[src/rtl/ctrl_pkg.sv]
// Shared control-bundle types and constants for the ID -> EX -> MEM -> WB control pipeline.
package ctrl_pkg;

    localparam int ALUOP_W  = 2;
    localparam int BRANCH_W = 2;

    localparam logic [1:0] FWD_REG   = 2'b00;
    localparam logic [1:0] FWD_EXMEM = 2'b10;
    localparam logic [1:0] FWD_MEMWB = 2'b01;

    typedef struct packed {
        logic [ALUOP_W-1:0]  alu_op;
        logic                alu_src;
        logic                reg_dst;
        logic [BRANCH_W-1:0] branch;
        logic                mem_read;
        logic                mem_write;
        logic                memto_reg;
        logic                reg_write;
    } ctrl_t;

    // A bubble must never write a register or touch memory.
    localparam ctrl_t CTRL_BUBBLE = '0;

endpackage

[src/rtl/ctrl_stage_reg.sv]
// One pipeline register: holds when disabled, loads zero (bubble) on clear, async active-low reset.
module ctrl_stage_reg #(
    parameter int W = 1
) (
    input  logic         i_clk,
    input  logic         i_reset,
    input  logic         i_en,
    input  logic         i_clr,
    input  logic [W-1:0] i_d,
    output logic [W-1:0] o_q
);

    logic [W-1:0] data_q;

    // Clear only takes effect on an advancing cycle, so a held pipeline keeps its contents.
    always_ff @(posedge i_clk or negedge i_reset) begin
        if (!i_reset) begin
            data_q <= '0;
        end else if (i_en) begin
            data_q <= i_clr ? '0 : i_d;
        end
    end

    assign o_q = data_q;

endmodule

[src/rtl/ctrl_pipe_hazard.sv]
// Control pipeline ID/EX -> EX/MEM -> MEM/WB with load-use stall, branch flush,
// EX operand forwarding selects and halt draining.
module ctrl_pipe_hazard
    import ctrl_pkg::*;
#(
    parameter int N_BITS     = 32,
    parameter int N_BITS_REG = 5
) (
    input  logic                  i_clk,
    input  logic                  i_reset,
    input  logic                  i_valid,
    input  logic                  i_halt,
    input  logic [N_BITS-1:0]     i_instruccion,
    input  logic [ALUOP_W-1:0]    i_ALUOp,
    input  logic                  i_ALUSrc,
    input  logic                  i_regDst,
    input  logic [BRANCH_W-1:0]   i_branch,
    input  logic                  i_memRead,
    input  logic                  i_memWrite,
    input  logic                  i_memtoReg,
    input  logic                  i_regWrite,
    input  logic                  i_branch_taken,
    output logic [ALUOP_W-1:0]    o_EX_ALUOp,
    output logic                  o_EX_ALUSrc,
    output logic                  o_EX_regDst,
    output logic [BRANCH_W-1:0]   o_M_branch,
    output logic                  o_M_memRead,
    output logic                  o_M_memWrite,
    output logic                  o_WB_memtoReg,
    output logic                  o_WB_regWrite,
    output logic [N_BITS_REG-1:0] o_wb_rd,
    output logic [1:0]            o_fwd_a,
    output logic [1:0]            o_fwd_b,
    output logic                  o_stall,
    output logic                  o_flush,
    output logic                  o_halted
);

    typedef struct packed {
        ctrl_t                 ctrl;
        logic                  valid;
        logic                  halt;
        logic [N_BITS_REG-1:0] rs;
        logic [N_BITS_REG-1:0] rt;
        logic [N_BITS_REG-1:0] dest;
    } stage_t;

    localparam int STAGE_W  = $bits(stage_t);
    localparam int N_STAGES = 3;
    localparam int IDEX     = 0;
    localparam int EXMEM    = 1;
    localparam int MEMWB    = 2;

    stage_t              stage_d [N_STAGES];
    stage_t              stage_q [N_STAGES];
    logic [N_STAGES-1:0] stage_clr;

    stage_t                id_bundle;
    stage_t                halt_bubble;
    logic [N_BITS_REG-1:0] id_rs;
    logic [N_BITS_REG-1:0] id_rt;
    logic [N_BITS_REG-1:0] id_rd;

    logic flush;
    logic load_use;
    logic halt_accept;
    logic halt_seen_q, halt_seen_d;
    logic halted_q, halted_d;

    assign id_rs = i_instruccion[21 +: N_BITS_REG];
    assign id_rt = i_instruccion[16 +: N_BITS_REG];
    assign id_rd = i_instruccion[11 +: N_BITS_REG];

    always_comb begin
        id_bundle                = '0;
        id_bundle.ctrl.alu_op    = i_ALUOp;
        id_bundle.ctrl.alu_src   = i_ALUSrc;
        id_bundle.ctrl.reg_dst   = i_regDst;
        id_bundle.ctrl.branch    = i_branch;
        id_bundle.ctrl.mem_read  = i_memRead;
        id_bundle.ctrl.mem_write = i_memWrite;
        id_bundle.ctrl.memto_reg = i_memtoReg;
        id_bundle.ctrl.reg_write = i_regWrite;
        id_bundle.valid          = 1'b1;
        id_bundle.rs             = id_rs;
        id_bundle.rt             = id_rt;
        id_bundle.dest           = i_regDst ? id_rd : id_rt;

        halt_bubble      = '0;
        halt_bubble.ctrl = CTRL_BUBBLE;
        halt_bubble.halt = 1'b1;
    end

    // Hazard decisions, highest priority first: flush, halt accept, load-use.
    assign flush       = i_branch_taken;
    assign load_use    = stage_q[IDEX].valid && stage_q[IDEX].ctrl.mem_read
                         && (stage_q[IDEX].dest != '0)
                         && ((stage_q[IDEX].dest == id_rs) || (stage_q[IDEX].dest == id_rt));
    assign halt_accept = i_halt && i_valid && !flush && !halt_seen_q;

    // After HALT is accepted ID keeps feeding plain bubbles while the token drains.
    assign stage_d[IDEX]    = halt_accept ? halt_bubble : id_bundle;
    assign stage_clr[IDEX]  = flush || halt_seen_q || (load_use && !halt_accept);
    assign stage_d[EXMEM]   = stage_q[IDEX];
    assign stage_clr[EXMEM] = flush;
    assign stage_d[MEMWB]   = stage_q[EXMEM];
    assign stage_clr[MEMWB] = 1'b0;

    generate
        for (genvar gi = 0; gi < N_STAGES; gi++) begin : g_stage
            ctrl_stage_reg #(
                .W(STAGE_W)
            ) u_stage (
                .i_clk   (i_clk),
                .i_reset (i_reset),
                .i_en    (i_valid),
                .i_clr   (stage_clr[gi]),
                .i_d     (stage_d[gi]),
                .o_q     (stage_q[gi])
            );
        end
    endgenerate

    assign halt_seen_d = halt_seen_q || halt_accept;
    assign halted_d    = halted_q || stage_q[MEMWB].halt;

    always_ff @(posedge i_clk or negedge i_reset) begin
        if (!i_reset) begin
            halt_seen_q <= 1'b0;
            halted_q    <= 1'b0;
        end else begin
            halt_seen_q <= halt_seen_d;
            halted_q    <= halted_d;
        end
    end

    // Forward selects for EX operand A (rs) and B (rt); the younger EX/MEM result wins.
    logic [N_BITS_REG-1:0] fwd_src [2];
    logic [1:0]            fwd_sel [2];

    assign fwd_src[0] = stage_q[IDEX].rs;
    assign fwd_src[1] = stage_q[IDEX].rt;

    generate
        for (genvar gi = 0; gi < 2; gi++) begin : g_fwd
            always_comb begin
                fwd_sel[gi] = FWD_REG;
                if (stage_q[EXMEM].ctrl.reg_write && (stage_q[EXMEM].dest != '0)
                    && (stage_q[EXMEM].dest == fwd_src[gi])) begin
                    fwd_sel[gi] = FWD_EXMEM;
                end else if (stage_q[MEMWB].ctrl.reg_write && (stage_q[MEMWB].dest != '0)
                    && (stage_q[MEMWB].dest == fwd_src[gi])) begin
                    fwd_sel[gi] = FWD_MEMWB;
                end
            end
        end
    endgenerate

    assign o_fwd_a = fwd_sel[0];
    assign o_fwd_b = fwd_sel[1];

    assign o_EX_ALUOp    = stage_q[IDEX].ctrl.alu_op;
    assign o_EX_ALUSrc   = stage_q[IDEX].ctrl.alu_src;
    assign o_EX_regDst   = stage_q[IDEX].ctrl.reg_dst;
    assign o_M_branch    = stage_q[EXMEM].ctrl.branch;
    assign o_M_memRead   = stage_q[EXMEM].ctrl.mem_read;
    assign o_M_memWrite  = stage_q[EXMEM].ctrl.mem_write;
    assign o_WB_memtoReg = stage_q[MEMWB].ctrl.memto_reg;
    assign o_WB_regWrite = stage_q[MEMWB].ctrl.reg_write;
    assign o_wb_rd       = stage_q[MEMWB].dest;

    assign o_stall  = !flush && (halt_seen_q || halt_accept || load_use);
    assign o_flush  = flush;
    assign o_halted = halted_q || stage_q[MEMWB].halt;

    // Opcode/funct bits and the late-stage fields that leave no further consumer.
    logic unused_bits;
    assign unused_bits = ^{i_instruccion, stage_q[MEMWB]};

endmodule

[config.mk]
export PLATFORM = sky130hd
export DESIGN_NAME = ctrl_pipe_hazard
export DESIGN_NICKNAME = d
export VERILOG_FILES = /design/src/rtl/ctrl_pkg.sv /design/src/rtl/ctrl_stage_reg.sv /design/src/rtl/ctrl_pipe_hazard.sv
export SDC_FILE = /design/constraint.sdc
export NUM_CORES = 1
export LEC_CHECK = 0
export ABC_AREA = 0
export CORE_ASPECT_RATIO = 2
export CORE_MARGIN = 5
export CORE_UTILIZATION = 44
export DETAILED_ROUTE_END_ITERATION = 16
export GPL_TIMING_DRIVEN = 0
export PLACE_DENSITY_LB_ADDON = 0.12
export SYNTH_ARGS = -nofsm -noshare
export SYNTH_HDL_FRONTEND = slang
export SYNTH_SLANG_ARGS = --single-unit
[constraint.sdc]
create_clock -name i_clk -period 1.55 [get_ports i_clk]
set_input_delay 0.155 -clock i_clk [delete_from_list [all_inputs] [get_ports i_clk]]
set_output_delay 0.155 -clock i_clk [all_outputs]
set_load 0.02 [all_outputs]
==> results.toml, run 1 <==
[global_route]
antenna_found_initial = 0
overflow = 0
grt_start_max_net_pins = 33
grt_pass1_wl_um = 11900
global_route.usage.total_pct = 19.7
first_global_vias = 2365

[floorplan]
num_io_pins = 69
start_util_pct = 45.0
num_rows = 40
die_h_um = 121
fp.coreArea_mm2 = 0.00601
die-width_um = 65.4
floorplan.die_area_mm2 = 0.00790

[power]
p_per_area_mw_per_mm2 = 759
p_comb_share_pct = 9.5
net_load_switching_power_uw = 647
power_leakage_uw = 0.00181
net_switching_fraction_of_the_power_pct = 21.6
sequentialPowerShare_pct = 43.2
cell_internal_power_uw = 2340
clock_power_share_pct = 47.3
worst_vdd_drop_mv = 0.605

[synth]
synthSimpleGateAreaFrac_pct = 12.1
postSynthRegisterBits = 49
synth_compound_area_share_pct = 20.1
synth.lib_cells_used.distinct = 32
synth-edff-count = 0
largest_family_of_logic_cells_by_synthesized_area = "compound AO/OA/AOI/OAI gates"
mappedNetlistNets = 302
yosys-mux-area-fraction_pct = 5.42
postSynth.asyncResetShare_pct = 100
yosysSeqAreaShare_pct = 45.4
netlist.area_leader.share_pct = 45.4
netlist_instances = 255
synth.largest_area_cell = "dfrtp_1"
post_synth_main_area_contributors = "dfrtp_1 45%, a32oi_1 6.5%, mux2_2 5.4%"
post_synth_most_frequent_cells = "49 x dfrtp_1, 22 x nand2_1, 20 x a32oi_1"
yosys_warnings = 0
synth.cell_area_mm2 = 0.00270
synth-adder-area-share_pct = 0
dominantRegCellSynth = "dfrtp_1"
syn-mean-instance-area_um2 = 10.6
xor_and_xnor_area_share_after_synthesis_pct = 9.72
yosys.cell_count.top_type = "dfrtp_1"

[worst_setup_path]
setup.reg_to_reg.worst_slack_ns = -0.23
worst_r2r_endpoint = "g_stage[0].u_stage.o_q[17]"
critical_path.endpoint_type = "output port"
path_class = "flop to output port"
timing.rr.start = "g_stage[0].u_stage.o_q[1]"
worstSetupStartpointType = "flop"
worst_ep_arrival_time_ns = 1.94
worstPathRequired_ns = 1.39
maximum_fanout_encountered_on_the_critical_timing_path = 4
number_of_cells_traversed_by_the_worst_register_to_register_path = 6

[layout]
drive_gt1_share_pct = 40.7
antenna_cells_inserted = 0
final_standard_cell_utilization_of_the_core_pct = 65.6
design.final.nets = 380
synthToLayoutAreaGrowth_pct = 45.9

[place]
finalWeightedCongestion = 0.844
dp_hpwl_um = 5210
dpl_worst_slack_ns = -0.991
port_buffers = 50

[cts]
htree_levels = 2
tritoncts = "built"
cts.sinks = 49
cts_made_buffers = 5
max-clock-path-buffers = 2
clkTransAtPathRegs_ns = 0.07
insertion_delay_ns = 0.30
master_cell_of_the_clock_root_buffer = "clkbuf_16"

[timing]
ratio_of_final_minimum_period_to_clock_period_pct = 135
report.final.hold_viol_count = 0
clock-skew-final_ns = 0.00429
minimum_setup_slack_in_the_final_design_ns = -0.544
setup_repair_after_global_routing_missed_its_margin = "yes"
layout_min_cycle_time_ns = 2.09
fin_tns_setup_ns = -7.35
slew_headroom_pct = 69.4
worst-slew-pin-transition_ns = 0.459
whs_ns = 0.189
fin_max_slew_vios = 0
max_fclk_ghz = 0.478
setup_violation_total_in_the_final_timing_report = 31

[detailed_routing]
post_drt_wl_per_cell_um = 19.0
ant_nets = 0
wl_on_met1_um = 2840
drt-vias-per-instance = 5.66
detailroute.wirelength.met2_um = 4160
drc = 0
wirelength_um = 7550
drtPass1Iterations = 4
highest_layer = "met4"
dr_wl_met3_um = 294
detail_route.iter0.violations = 104
num_vias = 2249

[worst_hold_path]
worst_hold_path_ep = "g_stage[0].u_stage.o_q[23]"
holdPathStages = 3
hold_path.class = "input port to flop"
hold_path_startpoint = "i_regDst"

[outcome]
status = "complete, but fails checks"
violations = "negative setup slack"

[flow_run]
drv.max_cap_violation_count = 0
[cell usage in the layout (no fill, tap or decap), drive strengths merged, types with 12 or more instances in the layout]
cell type,Yosys,layout
dfrtp,49,49
buf,22,47
clkdlybuf4s50,0,37
o21ai,23,23
nand2,22,22
a32oi,20,20
xnor2,16,16
xor2,14,14
nor2b,13,13
mux2,13,13
a31o,12,12
[power by group through the flow]
stage	sequential, uW	clock [uW]	combinational (uW)
3_5_place_dp	1320	0	278
6_report	1290	1410	284
4_1_cts	1290	1440	278
2_1_floorplan	1320	0	107
3_3_place_gp	1320	0	272
5_1_grt	1290	1480	305
[cell families (layout without fill, tap and decap cells)]
| logic type | after synthesis | in the layout |
|---|---|---|
| muxes | 13 | 13 |
| buffers and inverters | 30 | 109 |
| and+or+nand+nor | 62 | 62 |
| AOI/OAI and AO/OA | 71 | 71 |
| xor gates and xnor gates | 30 | 30 |
| DFF | 49 | 49 |
[final cells by class]
class,count,area [um^2]
fill,496,2060
multi-input combinational,176,1510
sequential,49,1240
timing repair buffer,73,731
buffer,25,180
clock buffer,5,125
tap,63,78.8
clock inverter,3,65.1
inverter,3,11.3
[through the flow]
stage	instance area (um^2)	std cells	power (uW)
2_1_floorplan	2790	255	1420
3_3_place_gp	3370	368	1590
6_report	3940	397	2990
5_1_grt	3940	397	3080
4_1_cts	3800	393	3010
3_5_place_dp	3380	369	1600
[flip-flops by register name (all words and copies together), names as in the netlist]
| name | cells |
|---|---|
| g_stage.u_stage.o_q | 47 |
| halted_q | 1 |
| halt_seen_q | 1 |
[critical path, cell delays in order (launching register included)]
cell and delay, ns:
dfrtp_1 0.43, buf_6 0.14, xor2_1 0.13, or4_4 0.50
nor4_4 0.27, buf_4 0.17
[worst max path at each step]
stage	start	end	depth (start not counted)
after global routing	g_stage[2].u_stage.o_q[4]	o_fwd_b[0]	5
after global placement	i_reset	g_stage[0].u_stage.o_q[24]	1
after CTS	g_stage[2].u_stage.o_q[4]	o_fwd_b[0]	5
after floorplan	g_stage[0].u_stage.o_q[1]	o_stall	4
final	g_stage[2].u_stage.o_q[4]	o_fwd_b[0]	5
after detailed placement	i_instruccion[17]	o_stall	6
[per-layer routing]
metal | vias up | GRT usage (%)
met2 | 56 | 35.0
met5 | - | 0
met4 | 0 | 9.22
met3 | 20 | 3.72
met1 | 1100 | 22.0
li1 | 1073 | -
[repair_timing]
action / 4_1_cts / 5_1_grt
setup buffers: 15 / 5
resized for setup: 73 / 16
cloned: 0 / 2
endpoints found under the setup margin: 46 / 31
hold buffers: 1 / 0
pin swaps: 9 / 4
endpoints found under the hold margin: 17 / 0
(Power assumes the default switching activity.)
==> inputs of run 2 (changes only) <==
- ABC_AREA: 0 -> default
- CORE_UTILIZATION: 44 -> 45
- clock period: 1.55 -> 2.3 ns (I/O delays scaled with it)
==> results.toml, run 2 (synthesis gave the netlist of run 1 again) <==
[global_route]
grt_pass1_wl_um = 11300
met1_usage_pct = 22.3
overflow = 0
first_global_vias = 2195
grt_util_met2_pct = 31.8
grtUsageMet3_pct = 3.93
grt_most_used_layer = "met2"
grt_start_max_net_pins = 26
global_route.usage.total_pct = 19.1
antenna_found_initial = 0

[power]
p_per_area_mw_per_mm2 = 516
power_leakage_uw = 0.00157
worst_vdd_drop_mv = 0.325

[detailed_routing]
drt-vias-per-instance = 5.72
detail_route.iter0.violations = 71
wirelength_um = 6870
drtPass1Iterations = 5
ant_nets = 0
drc = 0
post_drt_wl_per_cell_um = 18.1
num_vias = 2169

[cts]
max-clock-path-buffers = 2
insertion_delay_ns = 0.29
clkTransAtPathRegs_ns = 0.06
htree_levels = 2
cts.sinks = 49
tritoncts = "built"
cts_made_buffers = 5
master_cell_of_the_clock_root_buffer = "clkbuf_16"

[layout]
final_standard_cell_utilization_of_the_core_pct = 58.2
antenna_cells_inserted = 0
largest_register_ffs = 47
design.final.nets = 362
mostFrequentLayoutCells = "44 x clkdlybuf4s50_1, 41 x dfrtp_1, 22 x nand2_1"
num-fill-cells = 534
drive_gt1_share_pct = 26.9
layout.cells.most_common = "clkdlybuf4s50_1"
synthToLayoutAreaGrowth_pct = 28.2
finish.cell_count_without_fillers = 379
finalInstanceArea_mm2 = 0.00347

[timing]
setup_repair_after_global_routing_missed_its_margin = "no"
max_fclk_ghz = 0.455
worst-slew-pin-transition_ns = 0.633
ratio_of_final_minimum_period_to_clock_period_pct = 95.6
clock-skew-final_ns = 0.00467
setup_violation_total_in_the_final_timing_report = 0
report.final.hold_viol_count = 0
fin_tns_setup_ns = 0
layout_min_cycle_time_ns = 2.20
slew_headroom_pct = 57.8
fin_max_slew_vios = 0

[floorplan]
start_util_pct = 45.4
num_rows = 40
die_h_um = 120
num_io_pins = 69
floorplan.die_area_mm2 = 0.00775
fp.coreArea_mm2 = 0.00596
die-width_um = 64.8

[worst_setup_path]
critical_path.endpoint_type = "output port"
worstPathRequired_ns = 2.07
worstSetupStartpointType = "flop"
worst_ep_arrival_time_ns = 1.97
path_class = "flop to output port"
maximum_fanout_encountered_on_the_critical_timing_path = 5

[place]
cells_after_dpl = 369
dp_hpwl_um = 5110
finalWeightedCongestion = 0.814
port_buffers = 50
detailed_place.area_mm2 = 0.00330

[worst_hold_path]
hold_path.class = "input port to flop"

[flow_run]
drv.max_cap_violation_count = 0

[outcome]
status = "complete, no violations"
[run 2: through the flow]
stage	hold WS, ns	setup WS, ns	total power (uW)
2_1_floorplan	-0.0656	0.0484	959
3_3_place_gp	0.436	-0.541	1070
3_5_place_dp	0.268	-0.419	1080
4_1_cts	0.265	0.0111	1800
5_1_grt	0.282	0.00212	1850
6_report	0.263	0.101	1790
[run 2: area by class of cell]
class                   count  area, um^2  share of cell area (%)
clock buffers               5         125                    3.61
well taps                  63        78.8                    2.27
clock inverters             3        17.5                   0.505
multi-input cells         176        1300                    37.4
inverters                   3        11.3                   0.325
plain buffers              27         185                    5.34
repair buffers             53         515                    14.9
flip-flops and latches     49        1240                    35.7
[run 2: routing by layer]
metal | share of wire [%] | wire length (um)
met5 | 0 | 0
met4 | 2.3 | 157
met3 | 3.9 | 270
met2 | 55 | 3770
met1 | 39 | 2680
[run 2: critical path: stages, from the launching register on]
cell and delay (ns):
dfrtp_2 0.42, or4_1 0.12, o21ai_0 0.11, or4_1 0.57, nor4_2 0.26, buf_2 0.20
[run 2: report_power, final]
part / internal (uW) / total, uW / switching, uW / leakage [uW]
combinational: 91.2 / 187 / 96.2 / 0.000837
clock: 399 / 731 / 331 / 0.0000696
sequential: 869 / 871 / 2.11 / 0.000664
total: 1360 / 1790 / 430 / 0.00157
[run 2: what timing repair did]
action,in CTS,in global routing
gates cloned,0,0
endpoints found under the setup margin,5,3
buffers inserted,1,0
pin swaps,1,2
hold buffers,1,0
resized for setup,17,10
hold endpoints to repair,24,0
[run 2: final timing paths]
path	from	end	depth (start not counted)	slack [ns]
setup / recovery	g_stage[2].u_stage.o_q[2]	o_fwd_a[0]	5	0.10
hold / removal	i_regDst	g_stage[0].u_stage.o_q[23]	3	0.26
setup reg to reg	g_stage[0].u_stage.o_q[1]	g_stage[0].u_stage.o_q[14]	6	0.43
hold reg to reg	halted_q	halted_q	1	0.45
max in group asynchronous	i_reset	g_stage[0].u_stage.o_q[1]	3	1.28
min in group asynchronous	i_reset	g_stage[2].u_stage.o_q[2]	2	0.48
